--- config.mk ---
export PLATFORM = sky130hd
export DESIGN_NAME = farbborg_frame_dma
export DESIGN_NICKNAME = d
export VERILOG_FILES = /design/src/rtl/farbborg_frame_dma.sv
export SDC_FILE = /design/constraint.sdc
export NUM_CORES = 1
export LEC_CHECK = 0
export ABC_AREA = 1
export CAP_MARGIN = 20
export CORE_MARGIN = 4
export CORE_UTILIZATION = 50
export DETAILED_ROUTE_END_ITERATION = 8
export PLACE_DENSITY = 0.81
export SETUP_SLACK_MARGIN = 0.3
export SYNTH_ARGS = -nofsm -noshare
export SYNTH_HDL_FRONTEND = slang
export SYNTH_SLANG_ARGS = --single-unit
--- constraint.sdc ---
create_clock -name clk -period 2.6 [get_ports clk]
set_input_delay 0.26 -clock clk [delete_from_list [all_inputs] [get_ports clk]]
set_output_delay 0.26 -clock clk [all_outputs]
set_load 0.01 [all_outputs]
--- src/rtl/farbborg_frame_dma.sv ---
// farbborg_frame_dma: Wishbone frame copier. It is configured through a slave
// register file (CTRL/STATUS/SRC/COUNT). It masters the bus to copy a frame
// from memory into the farbborg window.
// Ports: clk, reset (async, active-low), s_* config slave, m_* master, irq.
// Option FARBBORG_DMA_VSYNC_EN adds frame_sync and holds START until it pulses.
module farbborg_frame_dma #(
  parameter logic [31:0] DST_BASE  = 32'h8000_0000,
  parameter int          MAX_WORDS = 2048
) (
  input  logic        clk,
  input  logic        reset,
  input  logic [31:0] s_adr_i,
  input  logic [31:0] s_dat_i,
  output logic [31:0] s_dat_o,
  input  logic [3:0]  s_sel_i,
  input  logic        s_cyc_i,
  input  logic        s_stb_i,
  input  logic        s_we_i,
  output logic        s_ack_o,
  output logic [31:0] m_adr_o,
  output logic [31:0] m_dat_o,
  input  logic [31:0] m_dat_i,
  output logic [3:0]  m_sel_o,
  output logic        m_cyc_o,
  output logic        m_stb_o,
  output logic        m_we_o,
  input  logic        m_ack_i,
`ifdef FARBBORG_DMA_VSYNC_EN
  input  logic        frame_sync,
`endif
  output logic        irq
);

  typedef enum logic [1:0] {
    S_IDLE, S_RD, S_WR, S_SYNC
  } state_t;

  localparam logic [11:0] MAXW = 12'(MAX_WORDS);

  state_t      state, state_n;
  logic [11:0] idx, idx_n, cnt, count;
  logic [31:0] src, rdata;
  logic [31:0] adr_n, dat_n;
  logic        cyc_n, stb_n, we_n;
  logic        done, abt, irq_en, abort_pend;
  logic        set_done, set_abt, go;
  logic        acc, wr, rd, ctrl_wr, stat_wr;
  logic        start_req, abort_req, busy;
  logic [11:0] cnt_clamp;
  logic [1:0]  ra;
  logic        unused;

  assign unused  = ^{s_sel_i, s_adr_i[31:4], s_adr_i[1:0],
                     m_dat_i[31:16]};
  assign m_sel_o = 4'hF;

  assign ra        = s_adr_i[3:2];
  assign acc       = s_cyc_i & s_stb_i & ~s_ack_o;
  assign wr        = acc & s_we_i;
  assign rd        = acc & ~s_we_i;
  assign ctrl_wr   = wr & (ra == 2'd0);
  assign stat_wr   = wr & (ra == 2'd1);
  // ABORT in the same write as START suppresses the START
  assign start_req = ctrl_wr & s_dat_i[0] & ~s_dat_i[1];
  assign abort_req = ctrl_wr & s_dat_i[1];
  assign busy      = (state != S_IDLE);
  assign cnt_clamp = (count > MAXW) ? MAXW : count;
  assign irq       = done & irq_en;

  always_comb begin
    unique case (ra)
      2'd0:    rdata = 32'h0;
      2'd1:    rdata = {28'h0, irq_en, abt, done, busy};
      2'd2:    rdata = src;
      default: rdata = {20'h0, count};
    endcase
  end

  // Bus outputs are registered; a cycle with stb low in RD/WR
  // is the gap where the next access is issued or an abort taken.
  always_comb begin
    state_n  = state;
    idx_n    = idx;
    cyc_n    = m_cyc_o;
    stb_n    = m_stb_o;
    we_n     = m_we_o;
    adr_n    = m_adr_o;
    dat_n    = m_dat_o;
    set_done = 1'b0;
    set_abt  = 1'b0;
    go       = 1'b0;
    unique case (state)
      S_IDLE: begin
        if (start_req) begin
          if (cnt_clamp == 12'd0) begin
            set_done = 1'b1;
          end else begin
            go    = 1'b1;
            idx_n = 12'd0;
`ifdef FARBBORG_DMA_VSYNC_EN
            state_n = S_SYNC;
`else
            state_n = S_RD;
            cyc_n   = 1'b1;
            stb_n   = 1'b1;
            we_n    = 1'b0;
            adr_n   = src;
`endif
          end
        end
      end
      S_RD: begin
        if (m_stb_o) begin
          if (m_ack_i) begin
            cyc_n   = 1'b0;
            stb_n   = 1'b0;
            dat_n   = {16'h0, m_dat_i[15:0]};
            state_n = S_WR;
          end
        end else if (abort_pend) begin
          state_n = S_IDLE;
          set_abt = 1'b1;
        end else begin
          cyc_n = 1'b1;
          stb_n = 1'b1;
          we_n  = 1'b0;
          adr_n = src + {18'h0, idx, 2'b00};
        end
      end
      S_WR: begin
        if (m_stb_o) begin
          if (m_ack_i) begin
            cyc_n = 1'b0;
            stb_n = 1'b0;
            we_n  = 1'b0;
            idx_n = idx + 12'd1;
            if (idx + 12'd1 == cnt) begin
              state_n  = S_IDLE;
              set_done = 1'b1;
            end else if (abort_pend) begin
              state_n = S_IDLE;
              set_abt = 1'b1;
            end else begin
              state_n = S_RD;
            end
          end
        end else if (abort_pend) begin
          state_n = S_IDLE;
          set_abt = 1'b1;
        end else begin
          cyc_n = 1'b1;
          stb_n = 1'b1;
          we_n  = 1'b1;
          adr_n = DST_BASE + {18'h0, idx, 2'b00};
        end
      end
      S_SYNC: begin
        if (abort_pend) begin
          state_n = S_IDLE;
          set_abt = 1'b1;
`ifdef FARBBORG_DMA_VSYNC_EN
        end else if (frame_sync) begin
          state_n = S_RD;
          cyc_n   = 1'b1;
          stb_n   = 1'b1;
          we_n    = 1'b0;
          adr_n   = src;
`endif
        end
      end
      default: state_n = S_IDLE;
    endcase
  end

  always_ff @(posedge clk or negedge reset) begin
    if (!reset) begin
      state      <= S_IDLE;
      idx        <= 12'd0;
      cnt        <= 12'd0;
      count      <= 12'd0;
      src        <= 32'h0;
      m_cyc_o    <= 1'b0;
      m_stb_o    <= 1'b0;
      m_we_o     <= 1'b0;
      m_adr_o    <= 32'h0;
      m_dat_o    <= 32'h0;
      s_ack_o    <= 1'b0;
      s_dat_o    <= 32'h0;
      done       <= 1'b0;
      abt        <= 1'b0;
      irq_en     <= 1'b0;
      abort_pend <= 1'b0;
    end else begin
      state   <= state_n;
      idx     <= idx_n;
      m_cyc_o <= cyc_n;
      m_stb_o <= stb_n;
      m_we_o  <= we_n;
      m_adr_o <= adr_n;
      m_dat_o <= dat_n;
      s_ack_o <= acc;
      s_dat_o <= rd ? rdata : 32'h0;
      if (wr && ra == 2'd2 && !busy) src <= {s_dat_i[31:2], 2'b00};
      if (wr && ra == 2'd3 && !busy) count <= s_dat_i[11:0];
      if (ctrl_wr) irq_en <= s_dat_i[2];
      if (go) begin
        cnt  <= cnt_clamp;
        done <= 1'b0;
        abt  <= 1'b0;
      end else begin
        if (set_done) done <= 1'b1;
        else if (stat_wr && s_dat_i[1]) done <= 1'b0;
        if (set_abt) begin
          abt  <= 1'b1;
          done <= 1'b0;
        end else if (stat_wr && s_dat_i[2]) begin
          abt <= 1'b0;
        end
      end
      if (state_n == S_IDLE) abort_pend <= 1'b0;
      else if (abort_req && busy) abort_pend <= 1'b1;
    end
  end

endmodule
==> run summary <==
Outcome -> complete, no violations
CTS tree -> built
Core Footprint -> 16580 um2
XOR/XNOR Fraction of Synth Area -> 0.01245
Placed Cells -> 1453
Longest Clk Path Bufs -> 2
Pwr Total -> 11970 uW
Max Clk Rate -> 443.8 MHz
Chip height -> 137.9 um
Port bufs -> 138
Ys Warns -> 0
# DRC -> 0
Setup violations, final -> 0
Fill cells -> 1346
Slew headroom -> 0.5294
Number of synthesized flops with an enable pin -> 0
Ant. Diodes -> 0
Internal Pwr Total -> 6789 uW
DRT Wirelength -> 23850 um
Avg Cell Area, Syn -> 7.690 um2
Reg clk slew, reported paths -> 0.07 ns
RSZ-0062 raised after global routing -> true
H-Tree Level Count -> 4
Post-synthesis register bit count -> 154
Arr. time, crit path -> 2.57 ns
I/O Pins -> 211
Sequential-to-total area share from yosys stat -> 0.4564
RePlAce Congestion -> 0.9818
Area delta synth->final -> 31.15%
Gr ovfl total -> 0
Part of the power in registers -> 0.317
Vias in the first global route -> 7409
Die Footprint -> 19030 um2
Top FF cell, synth -> dfrtp_1
Fin. Hold Viols -> 0
Post-route ant nets -> 0
Top post-synthesis cells by count -> nand2_1, dfrtp_1, inv_1
Final period util -> 0.8667
Clock share of power -> 0.209
Post-DR wirelength/cell -> 15.90 um
Top cell type's share of synthesized area -> 0.4564
Syn Inst Count -> 1098
Largest cells by area after synthesis -> dfrtp_1, nand2_1, inv_1, o21ai_0, nand3_1
Max_cap viols -> 0
Area leader, netlist -> dfrtp_1
CP max FO -> 6
Synth cell types -> 44
Non-filler instance count after layout -> 1500
Power Dens Cells -> 1081 nW/um2
Share of cells above drive strength 1 -> 0.1219
Sw power -> 5185 uW
Detailed placement HPWL -> 17390 um
Tmin final -> 2.253 ns
Post-synth ARST share -> 1.000
Worst Path Required -> 2.92 ns
Worst Tran Pin Value -> 0.7059 ns
Setup crit end kind -> register
Via-to-Cell Ratio -> 5.419
Clock sink count -> 154
Comb pwr share -> 0.474
Num CTS Buffers -> 17
Post-Synth Simple-Gate Area -> 0.2779
Vias post-DR -> 8129
Worst-skew pair later-pin latency -> 0.43 ns
Total GRT Usage -> 0.2467
Pre-Repair DR Iteration Count -> 6
Synth Cell Area -> 8443 um2
# nets final -> 1391
Max VDD drop -> 613.3 uV
Initial antenna violation count -> 0
Post-synthesis adder-cell area fraction -> 0.02756
Synth Area in Compound Gates -> 0.1209
Starting density of the core -> 0.5091
DR iter-0 viols -> 695
First-pass GRT wire length -> 36850 um
Largest net degree at the start of global routing -> 75
Hold Crit Class -> input port to register
Root buf cell -> clkbuf_16
Die width -> 137.9 um
Kind of critical path -> register to register
Leak pwr -> 0.005354 uW
Mux contribution to synthesized area -> 0.004001
Final Skew -> 0.01057 ns
Setup_tns -> 0 ns
Count leader, synth -> nand2_1
CP Launch Type -> register
Sw Share -> 0.4330
Largest family of logic cells by synthesized area -> simple AND/OR/NAND/NOR gates
Row cnt -> 47
Final Max Slew Viols -> 0
## layout by cell type (no fill, tap or decap), types with 12 or more instances in the layout
cell / netlist / routed
nor2_1: 74 / 67
nand3_1: 68 / 66
clkdlybuf4s50_1: 0 / 137
nand4_1: 30 / 30
o21ai_0: 84 / 79
buf_4: 24 / 40
dfrtp_1: 154 / 146
clkbuf_16: 0 / 17
inv_1: 129 / 128
o21ai_2: 12 / 14
nand2_1: 316 / 314
nor3_1: 24 / 24
xor2_1: 12 / 12
a21oi_1: 48 / 44
conb_1: 2 / 22
## cell families (layout without fill, tap and decap cells)
logic type,count (synthesis),in the layout
AO/OA/AOI/OAI,179,179
XOR/XNOR,12,12
adder cells (fa/ha/maj),18,18
buffers and inverters,192,350
flip-flops,154,154
multiplexers,3,3
other,2,22
AND/OR/NAND/NOR,538,542
## flip-flops by register name, indices dropped and copies added (netlist names)
signal / count
s_dat_o: 32
m_adr_o: 30
src: 30
m_dat_o: 16
cnt: 12
count: 12
idx: 12
state: 2
abort_pend: 1
abt: 1
done: 1
irq_en: 1
m_cyc_o: 1
m_stb_o: 1
m_we_o: 1
s_ack_o: 1
## worst max-delay path: stages (launching register included)
cell and delay [ns]:
dfrtp_1 0.45, ha_1 0.42, a21oi_2 0.23, nand2_2 0.11, nand2_1 0.10, nand2_2 0.10, a21oi_4 0.19, nand2_1 0.07
nand3_1 0.07, o21ai_0 0.09, a21oi_2 0.22, o21ai_2 0.08
## per-layer routing
layer	GRT usage	wire length (um)
met5	0	0
met4	0.1004	732
met3	0.04681	1949
met2	0.3932	11460
met1	0.3328	9709
## power groups by stage
stage | logic (uW) | registers [uW] | clock network [uW]
after floorplan | 3200 | 3780 | 0
after global placement | 5000 | 3760 | 0
after detailed placement | 5110 | 3770 | 0
after CTS | 5220 | 3750 | 2520
after global routing | 6240 | 3870 | 2640
final | 5680 | 3800 | 2500
## per-stage QoR
stage / util / setup WS [ns] / hold slack (ns) / area (um2)
global placement: 0.6102 / 0.1369 / 0.3272 / 10120
CTS: 0.6501 / 0.2949 / 0.3488 / 10780
finish: 0.6677 / 0.3465 / 0.3543 / 11070
floorplan: - / 0.4831 / -0.03559 / 8518
detailed placement: 0.6102 / 0.08452 / 0.3294 / 10120
global route: 0.6677 / 0.1892 / 0.3543 / 11070
## final cells by class
class	instances	area [um2]	area share
inverters	135	510.5	0.04610
well taps	220	275.3	0.02486
multi-input cells	776	4071	0.3677
repair buffers	183	1755	0.1585
clock inverters	14	157.7	0.01424
flip-flops and latches	154	3864	0.3489
clock buffers	18	439.2	0.03966
## final timing paths
path / start / to / slack [ns] / cells after the start
worst max-delay path: src[5]$_DFFE_PN0P_ / m_adr_o[12]$_DFFE_PN0P_ / 0.35 / 11
worst min-delay path: m_dat_i[11] / m_dat_o[11]$_DFFE_PN0P_ / 0.35 / 3
worst max register to register: src[5]$_DFFE_PN0P_ / m_adr_o[12]$_DFFE_PN0P_ / 0.35 / 11
worst min register to register: m_dat_o[13]$_DFFE_PN0P_ / m_dat_o[13]$_DFFE_PN0P_ / 0.47 / 2
max in group asynchronous: reset / src[3]$_DFFE_PN0P_ / 1.40 / 3
min in group asynchronous: reset / s_dat_o[4]$_DFF_PN0_ / 0.43 / 2
## repair_timing
action                                 CTS  global route
resized for setup                       11            43
hold buffers                             1             0
setup endpoints to repair               17            38
endpoints found under the hold margin   71             0
pin swaps                                2             8
setup buffers                            1             9
cloned                                   0             4
(Power assumes the default switching activity.)
